--- src/rtl/debug_tx_scheduler_pkg.sv ---
// debug_tx_scheduler_pkg: shared debug-unit constants (requester ids, command bytes, scheduler states)
// Build option: DEBUG_TX_CHECKSUM_EN adds the CSUM/CSUM_WAIT states.
package debug_tx_scheduler_pkg;
  localparam int REQ_PC = 0;
  localparam int REQ_BR = 1;
  localparam int REQ_DM = 2;
  localparam logic [7:0] CMD_DUMP_PC = 8'h50;
  localparam logic [7:0] CMD_DUMP_BR = 8'h52;
  localparam logic [7:0] CMD_DUMP_DM = 8'h4d;
  typedef enum logic [2:0] {
    IDLE = 3'd0,
    SEND = 3'd1,
    WAIT = 3'd2,
`ifdef DEBUG_TX_CHECKSUM_EN
    CSUM = 3'd3,
    CSUM_WAIT = 3'd4,
`endif
    ACK = 3'd5
  } state_t;
endpackage

--- src/rtl/debug_tx_scheduler_rr_arbiter.sv ---
// debug_tx_scheduler_rr_arbiter: combinational round-robin arbiter for any shared debug resource
// Ports: req (per-requester request), ptr (highest-priority index), grant (one-hot, 0 when no req).
module debug_tx_scheduler_rr_arbiter #(
  parameter int N = 3,
  parameter int NB_PTR = 2
) (
  input  logic [N-1:0]      req,
  input  logic [NB_PTR-1:0] ptr,
  output logic [N-1:0]      grant
);
  int k;
  // Walk from lowest to highest priority so the requester closest to ptr overwrites last.
  always_comb begin
    grant = '0;
    k = 0;
    for (int i = N - 1; i >= 0; i--) begin
      k = (int'(ptr) + i) % N;
      grant = |(req & (N'(1) << k)) ? N'(1) << k : grant;
    end
  end
endmodule

--- src/rtl/debug_tx_scheduler.sv ---
// debug_tx_scheduler: round-robin sharing of one UART TX among debug word dumpers, MSB byte first
// Ports: i_clock/i_reset (sync, active high); i_req/i_word/i_len flattened requester inputs;
//   o_ready one-hot accept; o_ack per-requester done pulse; o_tx_data/o_tx_start/i_tx_done UART TX
//   handshake; o_busy/o_state debug status.
// Build option: DEBUG_TX_CHECKSUM_EN appends an XOR checksum byte after each word.
module debug_tx_scheduler
  import debug_tx_scheduler_pkg::*;
#(
  parameter int N_REQ = 3,
  parameter int NB_DATA = 8,
  parameter int NB_WORD = 32,
  parameter int NB_LEN = 2,
  parameter int NB_STATE = 3
) (
  input  logic                     i_clock,
  input  logic                     i_reset,
  input  logic [N_REQ-1:0]         i_req,
  input  logic [N_REQ*NB_WORD-1:0] i_word,
  input  logic [N_REQ*NB_LEN-1:0]  i_len,
  output logic [N_REQ-1:0]         o_ready,
  output logic [N_REQ-1:0]         o_ack,
  output logic [NB_DATA-1:0]       o_tx_data,
  output logic                     o_tx_start,
  input  logic                     i_tx_done,
  output logic                     o_busy,
  output logic [NB_STATE-1:0]      o_state
);
  localparam int NB_IDX = N_REQ > 1 ? $clog2(N_REQ) : 1;
`ifdef DEBUG_TX_CHECKSUM_EN
  localparam state_t AFTER_LAST = CSUM;
`else
  localparam state_t AFTER_LAST = ACK;
`endif
  state_t state, next;
  logic [NB_IDX-1:0] ptr, idx, sel;
  logic [NB_WORD-1:0] word;
  logic [NB_LEN-1:0] len, bidx, sh;
  logic [N_REQ-1:0] grant;
  logic [NB_DATA-1:0] cur;
  logic accept, last;
`ifdef DEBUG_TX_CHECKSUM_EN
  logic [NB_DATA-1:0] csum;
`endif
  debug_tx_scheduler_rr_arbiter #(.N(N_REQ), .NB_PTR(NB_IDX)) u_arb (
    .req(i_req),
    .ptr(ptr),
    .grant(grant)
  );
  assign o_ready = state == IDLE ? grant : '0;
  assign accept = |(i_req & o_ready);
  always_comb begin
    sel = '0;
    for (int k = 0; k < N_REQ; k++) sel = grant[k] ? NB_IDX'(k) : sel;
  end
  // bidx counts bytes sent; the byte lane counts down from len so the MSB goes first.
  assign sh = len - bidx;
  assign cur = NB_DATA'(word >> (NB_DATA * int'(sh)));
  assign last = bidx == len;
  assign o_busy = state != IDLE;
  assign o_state = NB_STATE'(state);
  always_comb begin
    next = state;
    o_tx_start = 1'b0;
    o_tx_data = '0;
    o_ack = '0;
    case (state)
      IDLE: next = accept ? SEND : IDLE;
      SEND: begin
        next = WAIT;
        o_tx_start = 1'b1;
        o_tx_data = cur;
      end
      WAIT: begin
        next = !i_tx_done ? WAIT : last ? AFTER_LAST : SEND;
        o_tx_data = cur;
      end
`ifdef DEBUG_TX_CHECKSUM_EN
      CSUM: begin
        next = CSUM_WAIT;
        o_tx_start = 1'b1;
        o_tx_data = csum;
      end
      CSUM_WAIT: begin
        next = i_tx_done ? ACK : CSUM_WAIT;
        o_tx_data = csum;
      end
`endif
      ACK: begin
        next = IDLE;
        o_ack = N_REQ'(1) << idx;
      end
      default: next = IDLE;
    endcase
  end
  always_ff @(posedge i_clock) begin
    if (i_reset) begin
      state <= IDLE;
      ptr <= '0;
      idx <= '0;
      word <= '0;
      len <= '0;
      bidx <= '0;
`ifdef DEBUG_TX_CHECKSUM_EN
      csum <= '0;
`endif
    end else begin
      state <= next;
      if (accept) begin
        idx <= sel;
        word <= NB_WORD'(i_word >> (NB_WORD * int'(sel)));
        len <= NB_LEN'(i_len >> (NB_LEN * int'(sel)));
        bidx <= '0;
      end
      if (state == WAIT && i_tx_done && !last) bidx <= bidx + 1'b1;
`ifdef DEBUG_TX_CHECKSUM_EN
      if (accept) csum <= '0;
      else if (state == WAIT && i_tx_done) csum <= csum ^ cur;
`endif
      if (state == ACK) ptr <= idx == NB_IDX'(N_REQ - 1) ? '0 : idx + 1'b1;
    end
  end
endmodule

--- config.mk ---
export PLATFORM = sky130hd
export DESIGN_NAME = debug_tx_scheduler
export DESIGN_NICKNAME = d
export VERILOG_FILES = /design/src/rtl/debug_tx_scheduler_pkg.sv /design/src/rtl/debug_tx_scheduler_rr_arbiter.sv /design/src/rtl/debug_tx_scheduler.sv
export SDC_FILE = /design/constraint.sdc
export NUM_CORES = 1
export LEC_CHECK = 0
export CORE_MARGIN = 1.5
export CORE_UTILIZATION = 41
export CTS_CLUSTER_SIZE = 12
export DETAILED_ROUTE_END_ITERATION = 7
export GPL_TIMING_DRIVEN = 0
export HOLD_SLACK_MARGIN = 0.05
export PLACE_DENSITY = 0.76
export SYNTH_ARGS = -nofsm -noshare
export SYNTH_HDL_FRONTEND = slang
export SYNTH_HIERARCHICAL = 1
export SYNTH_SLANG_ARGS = --single-unit
--- constraint.sdc ---
create_clock -name i_clock -period 8.6 [get_ports i_clock]
set_input_delay 1.72 -clock i_clock [delete_from_list [all_inputs] [get_ports i_clock]]
set_output_delay 1.72 -clock i_clock [all_outputs]
set_load 0.005 [all_outputs]
==> run_results.csv <==
group,metric,value,unit
placed_design,placed_cells_incl_taps,573,
placed_design,port_buffers,125,
logic_synthesis,synthDominantCellAreaShare,30.8,%
die,design.die.area,7320,µm²
timing,timing.clock.skew,7.40,ps
placed_design,gpl.final_weighted_congestion,0.834,
outcome,violations_in_the_final_reports,"design-rule violations",
pwr,vdd.ir_drop.worst,0.0000638,V
logic_synthesis,yosys_warnings,6,
logic_synthesis,yosysSeqAreaShare,30.8,%
worst_setup_path,cp_cell_sequence,"clkdlybuf4s50_1, a222oi_1, nand4b_1, o211ai_1, clkbuf_1, clkbuf_1, and2_1, clkdlybuf4s50_1",
logic_synthesis,synthesis.nets,484,
logic_synthesis,synth_top_cell_by_area,"dfxtp_1",
global_route,grt_antenna_before_repair,0,
timing,finalCritPeriodShare,75.3,%
global_route,gr-usage-all-layers,24.5,%
drt,routed-via-count,3117,
logic_synthesis,synth_enable_flop_cells,0,
logic_synthesis,synthCells,371,
clock_tree,total_clock_sinks,43,
layout,finish.net_count,616,
die,num_rows,29,
hold_path,min-delay-path-class,"flop to flop",
timing,tightest_slew,708,ps
timing,timing.max_slew.rel_slack,52.8,%
worst_setup_path,cp.required,6880,ps
logic_synthesis,post_synth_main_area_contributors,"dfxtp_1 (31%), mux2i_1 (18%), nand2_1 (15%), a21oi_1 (7.9%), o21ai_0 (6.1%)",
die,io_pins,127,
logic_synthesis,netlist_area,2800,µm²
global_route,via_count_of_the_first_global_routing_pass,3020,
drt,routed_wirelength,8980,µm
clock_tree,cts-root-to-sink-buffers,2,
worst_setup_path,start_kind,"input pin",
layout,antenna_cells,0,
die,floorplan.core_area,6460,µm²
worst_setup_path,crit_arrival,4750,ps
clock_tree,post_cts_buffers,0,
global_route,grt_first_pass_wirelength,14300,µm
timing,endpoints_failing_hold,0,
layout,layout-drive-gt1-share,5.16,%
logic_synthesis,ys_seq_elements,43,
outcome,outcome,"complete, but fails checks",
layout,layout_commonest_cell,"clkdlybuf4s50_1",
global_route,global_route.overflow_total,0,
die,initial_utilization,43.3,%
drt,final_antenna_net_count,0,
clock_tree,clockRootBuffer,"clkbuf_8",
die,die_w,85.6,µm
drt,drt-initial-drc-count,189,
worst_setup_path,cpMaxStageDelayCell,"a222oi_1",
worst_setup_path,critical_path.max_fanout,10,
pwr,power.leakage,0.00161,µW
placed_design,preCtsSetupSlack,2200,ps
timing,setup_repair_after_global_routing_missed_its_margin,"false",
clock_tree,tritoncts_clock_tree,"yes",
drt,routed_via_density,5.36,
logic_synthesis,asyncSetResetFlopFracSynth,0,%
worst_setup_path,delay_of_the_slowest_cell_on_the_worst_path,720,ps
drt,first_pass_iters,7,
clock_tree,clkTransAtPathRegs,70,ps
timing,final_period_minus_worst_setup_slack,6470,ps
drt,drc_errors,8,
timing,fmax,155,MHz
clock_tree,h-tree-depth,2,
die,fp.dieH,85.6,µm
timing,worst_hold_slack,456,ps
clock_tree,cts_bufs_inserted,5,
global_route,grt_start_max_net_pins,14,
worst_setup_path,worst_setup_path_end_kind,"output port",
pwr,cellPowerDensity,127,nW/µm²
layout,syn_to_final_growth,51.2,%
layout,most_frequent_cells_in_the_layout,"clkdlybuf4s50_1 (125), nand2_1 (114), mux2i_1 (50)",
timing,setup_ws_post_layout,2130,ps
clock_tree,worst_skew_pair.late_latency,300,ps
logic_synthesis,number_of_distinct_library_cells_after_synthesis,37,
run,cap_viol_max_count,0,
clock_tree,number_of_hold_buffers_added_after_cts,0,
worst_setup_path,critical_path_class,"input pin to output port",
placed_design,detailed_place_hpwl,7150,µm
drt,route.detailed.wl_per_inst,15.5,µm
timing,timing_max_transition_violations_final,0,
timing,setup_viol,0,
clock_tree,postCtsResizedCells,0,
timing,final.setup.tns,0,ps
layout,final-instance-count-excl-fill,581,
logic_synthesis,synth_area_per_cell,7.54,µm²
logic_synthesis,synth-main-ff-cell,"dfxtp_1",
-- power breakdown --
group          switching [µW]  total, µW  internal [µW]
combinational            84.7        184           99.5
clock                    69.2        126           56.8
sequential               12.2        229            217
-- cells in the mapped netlist, types with 2 or more instances --
master / n
a222oi_1: 3
o21ai_0: 34
buf_2: 9
nor3b_1: 2
inv_1: 3
nand3_1: 2
nand4b_1: 2
o211ai_1: 2
dfxtp_1: 43
ha_1: 5
nor3_1: 4
mux2i_1: 50
nand3b_1: 3
and2_1: 3
nand2_1: 114
nand2b_1: 4
o22ai_1: 8
a21oi_1: 44
nor2_1: 4
clkbuf_1: 15
-- critical path: cells and delay by family --
family	cells	cell delay, ps
buf+inv	4	1800
compound gates	2	860
simple gates	2	380
-- through the flow --
| step | cell area, µm² | power (µW) | utilization, % |
|---|---|---|---|
| 3_3_place_gp | 4140 | 413 | 64.2 |
| 2_1_floorplan | 2800 | 328 | - |
| 3_5_place_dp | 4140 | 418 | 64.2 |
| 5_1_grt | 4230 | 566 | 65.5 |
| 6_report | 4230 | 539 | 65.5 |
| 4_1_cts | 4230 | 541 | 65.5 |
-- cell families (layout without fill, tap and decap cells) --
| group | count (synthesis) | after routing | share of synthesized area (%) |
|---|---|---|---|
| flops | 43 | 43 | 30.8 |
| xor+xnor | 2 | 2 | 1.97 |
| mux | 50 | 50 | 17.9 |
| simple gates | 141 | 141 | 21.5 |
| buf+inv | 30 | 163 | 5.01 |
| compound gates | 100 | 100 | 20.6 |
| fa+ha+maj | 5 | 5 | 2.24 |
-- layer usage --
layer | GRT usage (%) | wire length, µm | up-vias | share of wire [%]
li1 | - | - | 1552 | -
met1 | 30.6 | 3690 | 1409 | 41
met2 | 42.8 | 4420 | 137 | 49
met3 | 4.04 | 683 | 19 | 7.6
met4 | 8.36 | 190 | 0 | 2.1
met5 | 0 | 0 | - | 0
-- worst paths after layout --
path / start / to / slack, ps / cells past startpoint
min reg2reg: word[6] / word[6] / 460 / 2
max: i_req[1] / o_ready[2] / 2130 / 8
max reg2reg: ptr[0] / word[12] / 5140 / 12
min: word[6] / word[6] / 460 / 2
-- registers in the layout, indices dropped and copies added (netlist names) --
signal   cells
bidx         2
word        32
idx          2
ptr          2
o_state      3
len          2
-- layout make-up --
type                       count  area (µm²)
fill                         605        2230
multi-input combinational    298        1800
timing repair buffer         125        1250
buffer                        26         125
clock inverter                 2        12.5
tap                           77        96.3
clock buffer                   6        72.6
sequential                    43         861
inverter                       4        15.0
(Power assumes the default switching activity.)
